**src/rtl/fir_sched.sv**
```systemverilog
// Shared-MAC scheduler for a two-channel FIR: round-robin grant, CLR/RUN/DONE sequencing.
// Optional sticky overrun flags are built only when FIR_SCHED_OVERRUN_EN is defined.
module fir_sched #(
   parameter int TAPS     = 32,
   parameter int TAP_BITS = 5
) (
   input  logic                clk,
   input  logic                reset,
   input  logic                sample0,
   input  logic                sample1,
   input  logic                cfg_mode0,
   input  logic                cfg_mode1,
   output logic                grant_ch,
   output logic [TAP_BITS-1:0] tap,
   output logic [TAP_BITS-1:0] coef_addr,
   output logic                coef_mode,
   output logic                mac_clr,
   output logic                mac_en,
   output logic                out_valid,
   output logic                out_ch,
   output logic                busy,
   output logic [1:0]          overrun
);

   typedef enum logic [1:0] {IDLE, CLR, RUN, DONE} state_t;

   localparam logic [TAP_BITS-1:0] TAP_LAST = TAP_BITS'(TAPS - 1);

   state_t     state, state_nx;
   logic [1:0] pend, pend_nx;
   logic [1:0] samples;
   logic [1:0] clr_mask;
   logic       last_ch;
   logic       start;
   logic       gnt_nx;

   assign samples = {sample1, sample0};

   // Round-robin only matters when both are pending; otherwise the lone requester wins.
   assign gnt_nx   = (&pend) ? ~last_ch : pend[1];
   assign clr_mask = start ? (gnt_nx ? 2'b10 : 2'b01) : 2'b00;
   // A strobe on the granting edge re-arms the request (set wins over clear).
   assign pend_nx  = (pend & ~clr_mask) | samples;

   always_comb begin
      state_nx = state;
      start    = 1'b0;
      case (state)
         IDLE: if (|pend) begin
            state_nx = CLR;
            start    = 1'b1;
         end
         CLR:  state_nx = RUN;
         RUN:  if (tap == TAP_LAST) state_nx = DONE;
         DONE: if (|pend) begin
            state_nx = CLR;
            start    = 1'b1;
         end else begin
            state_nx = IDLE;
         end
         default: state_nx = IDLE;
      endcase
   end

   always_ff @(posedge clk or negedge reset) begin
      if (!reset) begin
         state     <= IDLE;
         pend      <= 2'b00;
         last_ch   <= 1'b1;
         grant_ch  <= 1'b0;
         coef_mode <= 1'b0;
         tap       <= '0;
      end else begin
         state <= state_nx;
         pend  <= pend_nx;
         if (start) begin
            grant_ch  <= gnt_nx;
            last_ch   <= gnt_nx;
            coef_mode <= gnt_nx ? cfg_mode1 : cfg_mode0;
         end
         // TAPS is a power of two, so the increment wraps to 0 on the last tap.
         if (state == RUN) tap <= tap + TAP_BITS'(1);
         else              tap <= '0;
      end
   end

`ifdef FIR_SCHED_OVERRUN_EN
   logic [1:0] ovr_q;

   always_ff @(posedge clk or negedge reset) begin
      if (!reset) ovr_q <= 2'b00;
      else        ovr_q <= ovr_q | (samples & pend & ~clr_mask);
   end

   assign overrun = ovr_q;
`else
   assign overrun = 2'b00;
`endif

   assign coef_addr = ~tap + TAP_BITS'(1);
   assign mac_clr   = (state == CLR);
   assign mac_en    = (state == RUN);
   assign out_valid = (state == DONE);
   assign out_ch    = (state == DONE) & grant_ch;
   assign busy      = (state != IDLE);

endmodule

```
**config.mk**
```make
export PLATFORM = sky130hd
export DESIGN_NAME = fir_sched
export DESIGN_NICKNAME = d
export VERILOG_FILES = /design/src/rtl/fir_sched.sv
export SDC_FILE = /design/constraint.sdc
export NUM_CORES = 1
export LEC_CHECK = 0
export ABC_CLOCK_PERIOD_IN_PS = 1600
export BUFFER_PORTS_ARGS = -buffer_cell sky130_fd_sc_hd__buf_2
export CAP_MARGIN = 20
export CORE_MARGIN = 1.5
export CORE_UTILIZATION = 43
export CTS_BUF_LIST = sky130_fd_sc_hd__clkbuf_4 sky130_fd_sc_hd__clkbuf_8 sky130_fd_sc_hd__clkbuf_16
export CTS_CLUSTER_DIAMETER = 60
export DETAILED_ROUTE_END_ITERATION = 6
export GPL_TIMING_DRIVEN = 0
export PLACE_DENSITY = 0.84
export SYNTH_ARGS = -nofsm -noshare
export SYNTH_HDL_FRONTEND = slang
export SYNTH_SLANG_ARGS = --single-unit
```
**constraint.sdc**
```tcl
create_clock -name clk -period 1.6 [get_ports clk]
set_input_delay 0.32 -clock clk [delete_from_list [all_inputs] [get_ports clk]]
set_output_delay 0.32 -clock clk [all_outputs]
set_load 0.005 [all_outputs]
```
==> results.md, run 1 <==
* Run status: finished, violations left
* Failing checks: setup timing
* Mapped Area at between 700 and 800 um2
* CTS tree: built
* Met1 GRT Util at 0.173
* Total buffers and inverters traversed by the critical path at 2
* Row count at 14
* Most used routing layer: met2
* Peak per-stage delay on the critical path at 430 ps
* Crit-path slowest cell: dfrtp_2
* # IOs at 25
* WHS at 247 ps
* First-pass GRT wire length at about 2300 um
* Placer congestion estimate at around 0.72
* Root Driver: clkbuf_4
* Sw Share at 0.194
* Share of cells above drive strength 1 at 0.456
* Met3 Use GR at 0.0375
* Total power at 532 uW
* WL final at 1430 um
* Proportion of power drawn by the clock network at 0.387
* Arrival time at the worst endpoint at 1330 ps
* WS Path Type: flop to output pin
* Worst setup SP type: flop
* Worst path cell trace: inv_2, ha_4, nor3b_4, xnor2_1, buf_2
* Period utilization at 1.03
* Max-Cap Viols at 0
* Sequential share of the synthesized area at 0.420
* PwrDens at 548 nW/um2
* GR Overflow Total at 0
* Min Tclk post-route at 1650 ps
* IR drop worst, VDD at roughly 550 uV
* Cell Int Power at around 430 uW
* Via Count at 584
* Distinct cell type count of the synthesized netlist at 27
* Fin nets at between 100 and 150
* Part of the power in combinational logic at 0.039
* Setup TNS at -69.2 ps
* Drt pass-1 iters at 4
* Clock Skew at 7.81 ps
* Largest net degree at the start of global routing at 13
* Slew Limit Fails at 0
* Iter 0 DRT Violations at 3
* Syn. warnings at 0
* Register-to-Register Path Depth at 6
* Final hold violation count at 0
* Delay-heaviest family, CP: flip-flops
* N_diodes at 0
* Setup violations, final at 2
* Fmax at 606 MHz
* Die W at 43.9 um
* Vias in the first global route at 561
* Mapped Avg Cell Area at 9.97 um2
* Die area at roughly 1900 um2
* Cells after synthesis at 72
* Hold depth at 2
* Leak pwr at 0.485 nW
* Total CTS buffers at 3
* Clk sinks at 12
* Final worst slack at -51.3 ps
* Max FO, Critical Path at 4
* Routing usage on met2 at 0.312
* Port bufs at 22
* Worst skew pair latency at roughly 260 ps
* Die Y at between 40 and 50 um
* Avg WL per Cell at 12.0 um
* Crit. End Element: output pin
* DRC at 0
* Area growth, synth to finish at 35.2%
* Placeable Area at 1540 um2
* Min-Delay Path Class: primary input to flop
* Initial core utilization at 0.466
* RSZ-0062 raised after global routing: yes
* Antenna viol nets, final at 0
* WP data required at between 1000 and 1500 ps
* Synth Register Bits at 12
* Overall global routing resource usage at 0.161
* Hpwl dp at 1020 um
* CTS H-tree lvls at 1
* Share of power burned in registers at 0.574
* Initial antenna violation count at 0
* Critical path depth in cells at 5
* P_sw at 103 uW
* Clock Path Buffers at 2
* Reg clk slew, reported paths at 70 ps
* DR vias/cell at 4.91
==> routing by layer <==
| metal | up-vias | part of all wire |
|---|---|---|
| li1 | 294 | - |
| met1 | 267 | 0.38 |
| met2 | 23 | 0.56 |
| met3 | 0 | 0.054 |
| met4 | 0 | 0 |
| met5 | - | 0 |
==> worst paths after layout <==
check	startpoint	endpoint	slack [ps]
worst max register to register	tap[1]$_DFF_PN0_	state[1]$_DFFE_PN0P_	-20
worst min-delay path	sample1	pend[1]$_DFF_PN0_	250
worst min register to register	tap[0]$_DFF_PN0_	tap[0]$_DFF_PN0_	480
worst max-delay path	tap[0]$_DFF_PN0_	coef_addr[4]	-50
max in group asynchronous	reset	last_ch$_DFFE_PN1N_	860
min in group asynchronous	reset	state[1]$_DFFE_PN0P_	460
==> what timing repair did <==
item                                    CTS  global route
resized for setup                         8             8
hold buffers                              1             0
pin swaps                                 1             4
setup buffers                             3             0
endpoints found under the setup margin    3             7
endpoints found under the hold margin    11             0
==> metrics by stage <==
| stage | setup slack, ps | cell area, um2 | utilization | instances |
|---|---|---|---|---|
| 2_1_floorplan | 42.8 | 722 | - | 73 |
| 3_3_place_gp | -38.2 | 852 | 0.553 | 111 |
| 3_5_place_dp | -91.6 | 852 | 0.553 | 111 |
| 4_1_cts | -57.2 | 942 | 0.611 | 119 |
| 5_1_grt | -121 | 971 | 0.630 | 119 |
| 6_report | -51.3 | 971 | 0.630 | 119 |
==> cells in the final DEF (no fill, tap or decap), types with 2 or more instances in the layout <==
cell type	n
ha_2	2
inv_2	3
dfrtp_1	9
ha_1	5
nor2_1	4
inv_1	6
and2_1	6
buf_2	22
buf_4	5
o21ai_0	7
dfrtp_2	2
conb_1	2
xnor2_1	3
clkbuf_4	4
==> cell type report <==
type | count | area [um2]
fill | 141 | 571
multi-input combinational | 49 | 414
sequential | 12 | 304
timing repair buffer | 26 | 146
inverter | 9 | 33.8
clock buffer | 4 | 30.0
buffer | 3 | 22.5
tap | 16 | 20.0
==> worst register-to-register path, delay by kind of cell, from the launching register on <==
kind          cells  cell delay, ps
mux               1             270
fa+ha+maj         2             400
simple gates      3             420
flops             1             420
==> synth_stat cells, drive strengths merged <==
cell,count,area (um2)
o31a,1,8.76
nand2,1,3.75
ha,8,100
and3,1,6.26
buf,3,22.5
a41oi,1,8.76
mux2,1,11.3
nor2b,2,12.5
inv,9,33.8
or2b,1,7.51
xnor2,4,35.0
a311oi,1,8.76
nor3b,2,20.0
and2,6,37.5
nand2b,1,6.26
xor2,1,8.76
nor3,1,5.00
o21bai,1,7.51
a21oi,1,5.00
a2bb2oi,1,8.76
nand3,1,5.00
conb,1,3.75
dfrtp,11,275
dfstp,1,26.3
nor2,4,15.0
o21ai,7,35.0
==> registers in the layout, summed over array words and instances (netlist names) <==
signal and flops:
last_ch 1, tap 5, state 2, grant_ch 1
pend 2, coef_mode 1
==> power groups by stage <==
| stage | clock [mW] | sequential [mW] | combinational [mW] |
|---|---|---|---|
| after detailed placement | 0 | 0.311 | 0.0193 |
| after floorplan | 0 | 0.311 | 0.00651 |
| after global placement | 0 | 0.311 | 0.0190 |
| final | 0.206 | 0.305 | 0.0208 |
| after global routing | 0.231 | 0.305 | 0.0233 |
| after CTS | 0.213 | 0.305 | 0.0212 |
==> cells by family (layout without fill, tap and decap cells) <==
group	Yosys count	in the layout	synth area share
AO/OA/AOI/OAI	13	13	0.115
AND/OR/NAND/NOR	20	20	0.165
flip-flops	12	12	0.420
XOR/XNOR	5	5	0.0610
multiplexers	1	1	0.0157
adder cells (fa/ha/maj)	8	8	0.139
buffers and inverters	12	42	0.0784
other	1	2	0.00522
(Power assumes the default switching activity.)
==> inputs of run 2 (changes only) <==
ABC_AREA = 1   (was default)
==> results.md, run 2 <==
* Setup TNS at 0 ps (+69.2 ps)
* Hold path start: sample0
* Mapped Area at 711 um2 (-1.0%)
* Top post-synthesis cells by count: 20 x nand2_1, 16 x inv_1, 11 x dfrtp_1, 8 x ha_1, 7 x nand3_1
* Part of the power in combinational logic at 0.041 (+0.002)
* Die area at 1910 um2 (-0.98%)
* Most frequent cell after synthesis: nand2_1
* Arrival time at the worst endpoint at 1230 ps (-100 ps)
* Initial core utilization at 0.466 (about the same)
* Biggest regs: tap x5, pend x2, state x2
* Final hold violation count at 0 (unchanged)
* EDFF count, synth at 0 (unchanged)
* Worst path cell trace: inv_1, ha_2, buf_2
* Worst setup SP type: flop
* # IOs at 25 (unchanged)
* Min-Delay Path Class: primary input to flop
* Register-to-Register Path Depth at 10 (+4)
* Worst skew pair latency at 280 ps (+20 ps)
* WHS at 228 ps (-19.1 ps)
* Initial antenna violation count at 0 (unchanged)
* Leak pwr at 0.527 nW (+8.6%)
* Most flops, register: tap
* Cells after synthesis at 86 (+19%)
* IR drop worst, VDD at 527 uV (-5.0%)
* Via Count at 628 (+7.5%)
* Simple-gate portion of the synthesized area at 0.204 (+0.0387)
* Fin nets at 131 (+11%)
* Crit Reg-Reg Startpoint: tap[0]$_DFF_PN0_
* Fmax at 647 MHz (+6.8%)
* Placed Cells incl. Taps at 125 (+13%)
* Clock Path Buffers at 2 (unchanged)
* Ys flop type: dfrtp_1
* Total power at 542 uW (+1.9%)
* Area contributors post-synth: dfrtp_1 39%, ha_1 14%, nand2_1 11%, inv_1 8.5%, nand3_1 4.9%
* Async SR Flop Fraction at 1.00 (unchanged)
* Die W at 43.7 um (-0.49%)
* Finished Layout Cells at 132 (+11%)
* Avg WL per Cell at 10.5 um (-12%)
* Vias in the first global route at 572 (+2.0%)
* Max FFs per register at 5 (unchanged)
* Clock Skew at 10.4 ps (+2.55 ps)
* Worst r2r dst: state[0]$_DFFE_PN0P_
* N_diodes at 0 (unchanged)
* Run status: complete, no violations
* Commonest non-fill, non-tap cell in the layout: buf_2
* Setup violations, final at 0 (-2)
* Proportion of power drawn by the clock network at 0.396 (+0.009)
* DR vias/cell at 4.76 (-3.1%)
* CTS tree: built
* Max-Cap Viols at 0 (unchanged)
* Syn. warnings at 0 (unchanged)
* Distinct cell type count of the synthesized netlist at 17 (-37%)
* Placer congestion estimate at 0.780 (+7.7%)
* P_sw at 113 uW (+9.3%)
* Iter 0 DRT Violations at 11 (+8)
* Cell Int Power at 429 uW (+0.12%)
* Die Y at 43.7 um (-0.49%)
* Post-synthesis adder-cell area fraction at 0.141 (+0.00147)
* Share of power burned in registers at 0.563 (-0.011)
* Port bufs at 22 (unchanged)
* Largest net degree at the start of global routing at 13 (unchanged)
* Synth Register Bits at 12 (unchanged)
* Min Tclk post-route at 1550 ps (-105 ps)
* Max FO, Critical Path at 6 (+2)
* Slew Limit Fails at 0 (unchanged)
* WP data required at 1280 ps (about the same)
* WS Path Type: flop to output pin
* Hold depth at 3 (+1)
* Sequential share of the synthesized area at 0.424 (+0.00444)
* First-pass GRT wire length at 2220 um (-2.5%)
* Row count at 14 (unchanged)
* Area growth, synth to finish at 29.6%
* Sw Share at 0.208 (+0.0141)
* Antenna viol nets, final at 0 (unchanged)
* Mux contribution to synthesized area at 0 (-0.0157)
* Most frequent cells in the layout: 22 x buf_2, 20 x nand2_1, 14 x inv_1, 10 x dfrtp_1
* Hpwl dp at 1090 um (+7.0%)
* Drt pass-1 iters at 4 (unchanged)
* Peak per-stage delay on the critical path at 440 ps (about the same)
* Clk sinks at 12 (unchanged)
* Period utilization at 0.966 (-0.0655)
* Start point of the critical path: state[0]$_DFFE_PN0P_
* Reg clk slew, reported paths at 80 ps (about the same)
* Crit-path slowest cell: dfrtp_1
* RSZ-0062 raised after global routing: yes
* Compound-Gate Fraction of Synth Area at 0.0599 (-0.0551)
* CTS H-tree lvls at 1 (unchanged)
* Post-Synth XOR/XNOR Area at 0.0493 (-0.0117)
* Largest family of logic cells by synthesized area: simple AND/OR/NAND/NOR gates
* Crit. End Element: output pin
* Flop-to-flop setup slack at 140 ps (+160 ps)
* DRC at 0 (unchanged)
* Placeable Area at 1520 um2 (-1.1%)
* WL final at 1390 um (-2.7%)
* Mapped Avg Cell Area at 8.26 um2 (-17%)
* Overall global routing resource usage at 0.159 (-0.00232)
* GR Overflow Total at 0 (unchanged)
* Post-synth top area share at 0.387 (+0.00405)
* PwrDens at 589 nW/um2 (+7.4%)
* Share of cells above drive strength 1 at 0.345 (-0.111)
* Total CTS buffers at 3 (unchanged)
* WHS Endpoint: pend[0]$_DFF_PN0_
* Cell taking the most area after synthesis: dfrtp_1
* Root Driver: clkbuf_4
-- run 2: cell types whose count changed after synthesis, moves of 2 or more --
| cell | delta |
|---|---|
| xnor2_1 | -3 |
| and2_1 | -6 |
| inv_1 | +7 |
| nor2b_1 | -2 |
| xor2_1 | +2 |
| nand2_1 | +19 |
| nand3_1 | +6 |
-- run 2: worst max-delay path by stage --
stage / to
finish: mac_en
detailed placement: state[0]$_DFFE_PN0P_
floorplan: state[0]$_DFFE_PN0P_
global placement: state[0]$_DFFE_PN0P_
global route: mac_en
CTS: coef_addr[4]
-- run 2: final cells by class --
cell class                 instances  area (um2)
sequential                        12         303
fill                             157         603
inverter                          16        60.1
clock buffer                       4        30.0
timing repair buffer              25         135
tap                               16        20.0
buffer                             3        22.5
multi-input combinational         56         350
-- run 2: metal layers --
metal | vias to the layer above | routed length [um] | share of wire | GRT usage
li1 | 319 | - | - | -
met1 | 281 | 583 | 0.42 | 0.171
met2 | 26 | 716 | 0.51 | 0.297
met3 | 2 | 82 | 0.059 | 0.0375
met4 | 0 | 9 | 0.0065 | 0.0545
met5 | - | 0 | 0 | 0
-- run 2: cell families after synthesis --
family / count (synthesis)
DFF: 12
adders and majority gates: 8
buffers and inverters: 19
other: 1
AOI/OAI and AO/OA: 8
xor gates and xnor gates: 4
and+or+nand+nor: 34
-- run 2: power groups by stage --
stage	Clock, mW	Combinational [mW]	Sequential (mW)
floorplan	0	0.00783	0.311
global placement	0	0.0205	0.311
detailed placement	0	0.0213	0.311
CTS	0.212	0.0230	0.305
global route	0.233	0.0257	0.305
finish	0.214	0.0225	0.305
-- run 2: per-stage QoR --
stage	cell area, um2	utilization	worst slack [ps]
6_report	921	0.604	53.6
5_1_grt	921	0.604	-17.5
4_1_cts	905	0.594	8.36
3_5_place_dp	845	0.554	177
3_3_place_gp	845	0.554	236
2_1_floorplan	714	-	319
-- run 2: worst max-delay path: cells and delay by family (launching register included) --
family,cells,cell delay [ps]
flops,1,440
fa+ha+maj,1,240
buf+inv,2,270
-- run 2: repair_timing --
action                                 in CTS  in global routing
endpoints found under the hold margin      11                  0
setup endpoints to repair                   2                  3
pin swaps                                   0                  2
hold buffers                                1                  0
resized for setup                           2                  5
buffers inserted                            2                  0
==> inputs of run 3 (changes only) <==
RECOVER_POWER = 25   (was default)
==> results.md, run 3 (synthesis gave the netlist of run 2 again) <==
* Run status: complete, no violations
* IR drop worst, VDD at 526 uV (about the same)
* PwrDens at 589 nW/um2 (about the same)
* P_sw at 112 uW (about the same)
* Max FFs per register at 5 (unchanged)
* Filler instances at 158 (+0.64%)
* Placeable Area at 1520 um2 (unchanged)
* Period utilization at 0.966 (about the same)
* Worst setup SP type: flop
* Worst skew pair latency at 270 ps (about the same)
* Proportion of power drawn by the clock network at 0.396 (about the same)
* Clk sinks at 12 (unchanged)
* WS Path Type: flop to output pin
* DRC at 0 (unchanged)
* Max-Cap Viols at 0 (unchanged)
* Crit-path slowest cell: dfrtp_1
* WHS Endpoint: pend[0]$_DFF_PN0_
* Delay-heaviest family, CP: flip-flops
* Crit. End Element: output pin
* First-pass GRT wire length at 2220 um (unchanged)
* Largest net degree at the start of global routing at 13 (unchanged)
* Finished Layout Cells at 132 (unchanged)
* Row count at 14 (unchanged)
* Multi-input logic area at 350 um2 (unchanged)
* Register-to-Register Path Depth at 10 (unchanged)
* Die area at 1910 um2 (unchanged)
* Flop-to-flop setup slack at 140 ps (about the same)
* Antenna viol nets, final at 0 (unchanged)
* Vias in the first global route at 572 (unchanged)
* Hold path start: sample0
* Placer congestion estimate at 0.780 (unchanged)
* GR Overflow Total at 0 (unchanged)
* Placed Cells incl. Taps at 125 (unchanged)
* Hold depth at 3 (unchanged)
* Total power at 541 uW (about the same)
* WL final at 1390 um (unchanged)
* Die W at 43.7 um (unchanged)
* Min-Delay Path Class: primary input to flop
* Drt pass-1 iters at 4 (unchanged)
* Worst path cell trace: inv_1, ha_2, buf_2
* WP data required at 1280 ps (about the same)
* Slew Limit Fails at 0 (unchanged)
* Min Tclk post-route at 1550 ps (-0.194 ps)
* Arrival time at the worst endpoint at 1230 ps (about the same)
* Setup violations, final at 0 (unchanged)
* # IOs at 25 (unchanged)
* Worst r2r dst: state[0]$_DFFE_PN0P_
* Register area at 303 um2 (unchanged)
* Total CTS buffers at 3 (unchanged)
* Overall global routing resource usage at 0.159 (unchanged)
* CTS H-tree lvls at 1 (unchanged)
* Area growth, synth to finish at 29.4%
* Sw Share at 0.208 (about the same)
* Hpwl dp at 1090 um (unchanged)
* Initial antenna violation count at 0 (unchanged)
* Fmax at 647 MHz (about the same)
* Root Driver: clkbuf_4
* Biggest regs: tap x5, pend x2, state x2
* Peak per-stage delay on the critical path at 440 ps (about the same)
* Iter 0 DRT Violations at 11 (unchanged)
* Crit Reg-Reg Startpoint: tap[0]$_DFF_PN0_
* Worst-margin pin slew at 643 ps
* N_diodes at 0 (unchanged)
* DR vias/cell at 4.77 (+0.16%)
* Die Y at 43.7 um (unchanged)
* Commonest non-fill, non-tap cell in the layout: buf_2
* Reg clk slew, reported paths at 80 ps (about the same)
* Clock Path Buffers at 2 (unchanged)
* RSZ-0062 raised after global routing: yes
* Share of cells above drive strength 1 at 0.336 (-0.00862)
* Max FO, Critical Path at 6 (unchanged)
* Cell Int Power at 429 uW (about the same)
* Avg WL per Cell at 10.5 um (unchanged)
* CTS tree: built
* Initial core utilization at 0.466 (unchanged)
* Fin nets at 131 (unchanged)
* Leak pwr at 0.524 nW (-0.52%)
* Via Count at 629 (+0.16%)
* Share of power burned in registers at 0.563 (about the same)
* Port bufs at 22 (unchanged)
* Rel. slew slack at 0.571
* Most flops, register: tap
* Final hold violation count at 0 (unchanged)
* Most frequent cells in the layout: 21 x buf_2, 20 x nand2_1, 14 x inv_1, 10 x dfrtp_1
* Part of the power in combinational logic at 0.041 (about the same)
* Clock Skew at 10.2 ps (-0.134 ps)
* Total buffers and inverters traversed by the critical path at 2 (unchanged)
-- run 3: cell type report --
class	count	area share
tap	16	0.0218
multi-input combinational	56	0.381
sequential	12	0.329
timing repair buffer	25	0.146
clock buffer	4	0.0327
buffer	3	0.0245
inverter	16	0.0653
-- run 3: worst min-delay path, delay by kind of cell --
family | cells | cell delay [ps]
buf+inv | 2 | 110
simple gates | 1 | 50
-- run 3: power groups by stage --
stage          Combinational, mW  Sequential (mW)  Clock, mW
3_3_place_gp              0.0205            0.311          0
6_report                  0.0221            0.305      0.214
4_1_cts                   0.0230            0.305      0.212
3_5_place_dp              0.0213            0.311          0
2_1_floorplan            0.00783            0.311          0
5_1_grt                   0.0254            0.305      0.233
-- run 3: stage by stage --
step | hold WS, ps | cell area [um2] | util | setup WS [ps] | setup TNS, ps
3_3_place_gp | 206 | 845 | 0.554 | 236 | 0
3_5_place_dp | 214 | 845 | 0.554 | 177 | 0
5_1_grt | 230 | 920 | 0.603 | -17.5 | -17.5
4_1_cts | 232 | 905 | 0.594 | 8.36 | 0
6_report | 226 | 920 | 0.603 | 53.8 | 0
2_1_floorplan | 24.4 | 714 | - | 319 | 0
-- run 3: timing repair --
action,4_1_cts,5_1_grt
endpoints found under the setup margin,2,3
pin swaps,0,2
setup buffers,2,0
hold endpoints to repair,11,0
hold buffers,1,0
gates resized for setup,2,5
-- run 3: metal layers --
metal  wire (um)  up-vias  global-route usage
li1            -      319                   -
met1         582      282               0.171
met2         716       26               0.297
met3          82        2              0.0375
met4           9        0              0.0545
met5           0        -                   0
-- run 3: how the worst max path moves through the flow --
stage / from / to / slack (ps) / depth (start not counted)
finish: state[0]$_DFFE_PN0P_ / mac_en / 50 / 3
global route: state[0]$_DFFE_PN0P_ / mac_en / -20 / 3
CTS: tap[1]$_DFF_PN0_ / coef_addr[4] / 8 / 5
detailed placement: tap[0]$_DFF_PN0_ / state[0]$_DFFE_PN0P_ / 180 / 9
global placement: tap[0]$_DFF_PN0_ / state[0]$_DFFE_PN0P_ / 240 / 9
floorplan: tap[0]$_DFF_PN0_ / state[0]$_DFFE_PN0P_ / 320 / 9
